## config.mk

```make
export PLATFORM = sky130hd
export DESIGN_NAME = bist_march_ctrl
export DESIGN_NICKNAME = d
export VERILOG_FILES = /design/src/rtl/bist_march_ctrl.sv
export SDC_FILE = /design/constraint.sdc
export NUM_CORES = 1
export LEC_CHECK = 0
export CAP_MARGIN = 20
export CORE_ASPECT_RATIO = 0.7
export CORE_MARGIN = 3
export CORE_UTILIZATION = 31
export DETAILED_ROUTE_END_ITERATION = 16
export GPL_ROUTABILITY_DRIVEN = 0
export HOLD_SLACK_MARGIN = 0.08
export PLACE_DENSITY = 0.54
export REMOVE_ABC_BUFFERS = 1
export SLEW_MARGIN = 25
export SYNTH_ARGS = -nofsm -noshare
export SYNTH_HDL_FRONTEND = slang
export SYNTH_SLANG_ARGS = --single-unit
```

## constraint.sdc

```tcl
create_clock -name clk -period 6.1 [get_ports clk]
set_input_delay 1.83 -clock clk [delete_from_list [all_inputs] [get_ports clk]]
set_output_delay 1.83 -clock clk [all_outputs]
set_load 0.01 [all_outputs]
```

## src/rtl/bist_march_ctrl.sv

```systemverilog
// March C- MBIST sequencer driving one single-port RAM and its comparator.
// Optional mismatch diagnostics are built when BIST_DIAG_EN is defined.

module bist_march_ctrl #(
   parameter int                ADDR_W = 4,
   parameter int                DATA_W = 8,
   parameter logic [DATA_W-1:0] BG     = 8'h55
) (
   input  logic              clk,
   input  logic              rst,
   input  logic              start,
   output logic              busy,
   output logic              done,
   output logic              pass,
   output logic [ADDR_W-1:0] ram_addr,
   output logic [DATA_W-1:0] ram_wdata,
   output logic              ram_we,
   output logic              ram_re,
   output logic [DATA_W-1:0] data_t,
   input  logic              eq
`ifdef BIST_DIAG_EN
   ,
   output logic [7:0]        fail_cnt,
   output logic [ADDR_W-1:0] fail_addr,
   output logic [DATA_W-1:0] fail_exp,
   output logic [2:0]        fail_elem
`endif
);

   localparam logic [2:0] S_IDLE = 3'd0;
   localparam logic [2:0] S_WR   = 3'd1;
   localparam logic [2:0] S_RD   = 3'd2;
   localparam logic [2:0] S_CHK  = 3'd3;
   localparam logic [2:0] S_DONE = 3'd4;

   localparam logic [ADDR_W-1:0] A_LAST = '1;

   logic [2:0]        state_q, state_d;
   logic [2:0]        elem_q, elem_d;
   logic [ADDR_W-1:0] addr_q, addr_d;
   logic [DATA_W-1:0] data_t_q, data_t_d;
   logic              mis_q, mis_d;

   logic              down, last, nxt_down;
   logic [2:0]        nxt_elem;
   logic [DATA_W-1:0] rpat, wpat;
   logic [2:0]        adv_state;
   logic [2:0]        adv_elem;
   logic [ADDR_W-1:0] adv_addr;

`ifdef BIST_DIAG_EN
   logic [7:0]        fail_cnt_q, fail_cnt_d;
   logic [ADDR_W-1:0] fail_addr_q, fail_addr_d;
   logic [DATA_W-1:0] fail_exp_q, fail_exp_d;
   logic [2:0]        fail_elem_q, fail_elem_d;
`endif

   // Element decode and the step to the next address or element
   always_comb begin
      down     = (elem_q == 3'd3) || (elem_q == 3'd4);
      last     = down ? (addr_q == '0) : (addr_q == A_LAST);
      nxt_elem = elem_q + 3'd1;
      nxt_down = (nxt_elem == 3'd3) || (nxt_elem == 3'd4);
      rpat     = ((elem_q == 3'd2) || (elem_q == 3'd4)) ? ~BG : BG;
      wpat     = ((elem_q == 3'd1) || (elem_q == 3'd3)) ? ~BG : BG;
      adv_state = S_RD;
      adv_elem  = elem_q;
      adv_addr  = addr_q;
      if (!last) begin
         adv_addr  = down ? addr_q - 1'b1 : addr_q + 1'b1;
         adv_state = (elem_q == 3'd0) ? S_WR : S_RD;
      end else if (elem_q == 3'd5) begin
         adv_state = S_DONE;
      end else begin
         adv_elem = nxt_elem;
         adv_addr = nxt_down ? A_LAST : '0;
      end
   end

   // Next-state, sticky mismatch and diagnostic capture
   always_comb begin
      state_d  = state_q;
      elem_d   = elem_q;
      addr_d   = addr_q;
      data_t_d = data_t_q;
      mis_d    = mis_q;
`ifdef BIST_DIAG_EN
      fail_cnt_d  = fail_cnt_q;
      fail_addr_d = fail_addr_q;
      fail_exp_d  = fail_exp_q;
      fail_elem_d = fail_elem_q;
`endif
      case (state_q)
         S_IDLE, S_DONE: begin
            if (start) begin
               state_d = S_WR;
               elem_d  = '0;
               addr_d  = '0;
               mis_d   = 1'b0;
`ifdef BIST_DIAG_EN
               fail_cnt_d  = '0;
               fail_addr_d = '0;
               fail_exp_d  = '0;
               fail_elem_d = '0;
`endif
            end
         end
         S_WR: begin
            state_d = adv_state;
            elem_d  = adv_elem;
            addr_d  = adv_addr;
         end
         S_RD: begin
            state_d  = S_CHK;
            data_t_d = rpat;
         end
         S_CHK: begin
            if (!eq) begin
               mis_d = 1'b1;
`ifdef BIST_DIAG_EN
               if (fail_cnt_q == 8'd0) begin
                  fail_addr_d = addr_q;
                  fail_exp_d  = data_t_q;
                  fail_elem_d = elem_q;
               end
               if (fail_cnt_q != 8'hFF)
                  fail_cnt_d = fail_cnt_q + 8'd1;
`endif
            end
            if (elem_q == 3'd5) begin
               state_d = adv_state;
               elem_d  = adv_elem;
               addr_d  = adv_addr;
            end else begin
               state_d = S_WR;
            end
         end
         default: state_d = S_IDLE;
      endcase
   end

   // State registers with synchronous reset
   always_ff @(posedge clk) begin
      if (rst) begin
         state_q  <= S_IDLE;
         elem_q   <= '0;
         addr_q   <= '0;
         data_t_q <= '0;
         mis_q    <= 1'b0;
`ifdef BIST_DIAG_EN
         fail_cnt_q  <= '0;
         fail_addr_q <= '0;
         fail_exp_q  <= '0;
         fail_elem_q <= '0;
`endif
      end else begin
         state_q  <= state_d;
         elem_q   <= elem_d;
         addr_q   <= addr_d;
         data_t_q <= data_t_d;
         mis_q    <= mis_d;
`ifdef BIST_DIAG_EN
         fail_cnt_q  <= fail_cnt_d;
         fail_addr_q <= fail_addr_d;
         fail_exp_q  <= fail_exp_d;
         fail_elem_q <= fail_elem_d;
`endif
      end
   end

   // Outputs decoded from the registered state
   always_comb begin
      busy      = (state_q == S_WR) || (state_q == S_RD) || (state_q == S_CHK);
      done      = (state_q == S_DONE);
      pass      = done && !mis_q;
      ram_we    = (state_q == S_WR);
      ram_re    = (state_q == S_RD);
      ram_addr  = addr_q;
      ram_wdata = ram_we ? wpat : '0;
      data_t    = data_t_q;
   end

`ifdef BIST_DIAG_EN
   assign fail_cnt  = fail_cnt_q;
   assign fail_addr = fail_addr_q;
   assign fail_exp  = fail_exp_q;
   assign fail_elem = fail_elem_q;
`endif

endmodule

```

==> impl_metrics.env <==
export IMPL_setup_viol=0
export IMPL_synth_area_leaders="dfxtp_1, ha_1, buf_4, inv_1, mux2_4"
export IMPL_insertion_delay_ns=0.24
export IMPL_finalClockSkew_ns=0.0004711
export IMPL_clockBufferDepth=2
export IMPL_yosysUniqueCellTypes=34
export IMPL_p_leak_nw=0.5185
export IMPL_fmax_mhz=258.3
export IMPL_worstMarginPinSlew_ns=0.4668
export IMPL_gr_usage_met1_pct=17.23
export IMPL_first_pass_iters=4
export IMPL_path_cells="nor2b_1, nand2b_1, nor3_1, clkdlybuf4s50_1"
export IMPL_final_nets=149
export IMPL_drc=0
export IMPL_ys_warn_count=0
export IMPL_cts_resized=0
export IMPL_maxCapViolCount=0
export IMPL_yosys_area_top_type_share_pct=26.74
export IMPL_synth_ff_type="dfxtp_1"
export IMPL_dieArea_um2=3859
export IMPL_rsz0062_at_grt="false"
export IMPL_num_vias=787
export IMPL_ys_seq_area_share_pct=26.74
export IMPL_core_area_um2=2903
export IMPL_avgSynthCellArea_um2=8.320
export IMPL_diodes=0
export IMPL_synthTopCellsByCount="dfxtp_1, buf_4, inv_1, nand2_1, nor2_1"
export IMPL_die_y_um=52.89
export IMPL_cp_slowest_cell="clkdlybuf4s50_1"
export IMPL_clockRootBuffer="clkbuf_8"
export IMPL_post_cts_buffers=0
export IMPL_cpPeakStageDelay_ns=0.62
export IMPL_grt_busiest_layer="met1"
export IMPL_grt_pass1_vias=728
export IMPL_ios=29
export IMPL_portBuffers=28
export IMPL_nFillCells=298
export IMPL_final_area_um2=1245
export IMPL_synth_edf_count=0
export IMPL_synth_cells=117
export IMPL_post_route_min_period_ns=3.872
export IMPL_tns_ns=0
export IMPL_worst_setup_path_start_kind="register"
export IMPL_grt_overflow_total=0
export IMPL_slew_viol_final=0
export IMPL_synth_top_cell_by_area="dfxtp_1"
export IMPL_criticalPathCategory="register to output port"
export IMPL_synth_seq_cells=13
export IMPL_grt_use_total_pct=11.76
export IMPL_whs_ns=0.4905
export IMPL_synth_most_common_cell="dfxtp_1"
export IMPL_cp_arrival_ns=2.04
export IMPL_ys_async_sr_fraction_pct=0
export IMPL_cp_max_fo=6
export IMPL_gr_usage_met2_pct=16.62
export IMPL_ant_nets=0
export IMPL_power_density_nw_per_um2=157.9
export IMPL_slew_headroom_pct=68.78
export IMPL_p_total_mw=0.1965
export IMPL_cp_top_family="simple AND/OR/NAND/NOR gates"
export IMPL_detail_route_wl_per_cell_um=12.15
export IMPL_first_iter_violations=43
export IMPL_cts_buffers=3
export IMPL_wl_um=2078
export IMPL_hold_class="register to register"
export IMPL_drive_gt1_share_pct=7.407
export IMPL_cts_hold_fix_buffers=0
export IMPL_vias_per_cell=4.602
export IMPL_crit_path_end_kind="output port"
export IMPL_place_area_um2=1200
export IMPL_area_growth_pct=27.89
export IMPL_hpwl_um=1678
export IMPL_ir_worst_vdd_v=0.00006859
export IMPL_path_clk_slew_ns=0.05
export IMPL_die_width_um=72.98
export IMPL_cts_tree="done"
export IMPL_finalCritPeriodShare_pct=63.47
export IMPL_grt_use_met3_pct=4.554
export IMPL_syn_area_um2=973.4
export IMPL_start_util_pct=33.53
export IMPL_antenna_found_initial=0
export IMPL_cp_data_required_time_ns=4.27
export IMPL_crit_buf_inv=1
export IMPL_htreeDepth=1
export IMPL_cts_num_sinks=13
export IMPL_row_count=16
export IMPL_final_hold_viol_count=0
export IMPL_outcome="complete, no violations"
export IMPL_grt_first_pass_wirelength_um=3470
export IMPL_grt_max_degree=13
## through the flow
stage | setup WS (ns) | util (%) | std cells
after floorplan | 2.645 | - | 103
after global placement | 2.544 | 41.34 | 167
after detailed placement | 2.490 | 41.34 | 167
after CTS | 2.212 | 42.89 | 171
after global routing | 2.019 | 42.89 | 171
final | 2.228 | 42.89 | 171
## where the power goes
group,internal (mW),leakage (nW),switching (mW)
Clock,0.0461,0.0228,0.0297
Sequential,0.0863,0.105,0.00171
Combinational,0.0164,0.391,0.0164
## state kept, by name, summed over array words and instances, names as in the netlist
name and flops:
data_t 2, state_q 3, ram_addr 4, elem_q 3, mis_q 1
## worst register-to-register path, delay by kind of cell (launching register included)
kind / cells / cell delay (ns)
flip-flops: 1 / 0.40
multiplexers: 2 / 0.51
XOR/XNOR: 1 / 0.15
buffers and inverters: 1 / 0.09
AO/OA/AOI/OAI: 3 / 0.44
adder cells (fa/ha/maj): 2 / 0.50
## path summary, 6_finish.rpt
check	start	endpoint	slack, ns	cells after the start
min reg2reg	mis_q	mis_q	0.49	2
min	mis_q	mis_q	0.49	2
max	state_q[0]	ram_wdata[2]	2.23	4
max reg2reg	elem_q[1]	ram_addr[3]	3.87	9
## cells by family after synthesis
group           share of synthesized area, %
fa+ha+maj                              12.34
mux                                    9.897
xor+xnor                               1.800
flops                                  26.74
compound gates                         16.58
buf+inv                                14.78
simple gates                           17.87
## layout make-up
type	instances	area [µm²]	area share (%)
Multi-Input combinational cell	78	569.3	45.73
Timing Repair Buffer	28	280.3	22.51
Sequential cell	13	260.3	20.90
Clock buffer	4	45.04	3.618
Inverter	12	45.04	3.618
Tap cell	36	45.04	3.618
## per-layer routing
layer | vias to the layer above | part of all wire, %
met2 | 22 | 39
met5 | - | 0
met1 | 340 | 53
met4 | 0 | 0
li1 | 425 | -
met3 | 0 | 7.7
## cell usage in the layout (no fill, tap or decap)
cell	n
a22oi_1	1
mux2_2	1
xnor2_1	2
a31oi_1	1
dfxtp_1	13
nand3_1	2
o2111ai_1	1
a211oi_1	2
clkdlybuf4s50_1	28
or2_2	1
o211ai_1	1
o32ai_1	2
mux2i_1	4
o22a_1	1
clkbuf_8	3
nor2_1	9
nor3_1	1
a22o_1	2
nor2b_1	3
a21oi_1	7
o31ai_1	1
nand4_1	1
ha_1	8
o21a_1	1
nand2b_1	4
or4_4	1
o21ai_0	3
inv_1	12
a21o_1	1
nor4_2	1
mux2_4	3
clkbuf_1	1
nand2_1	12
fa_1	1
No activity file was read; power rests on OpenSTA's default activity.
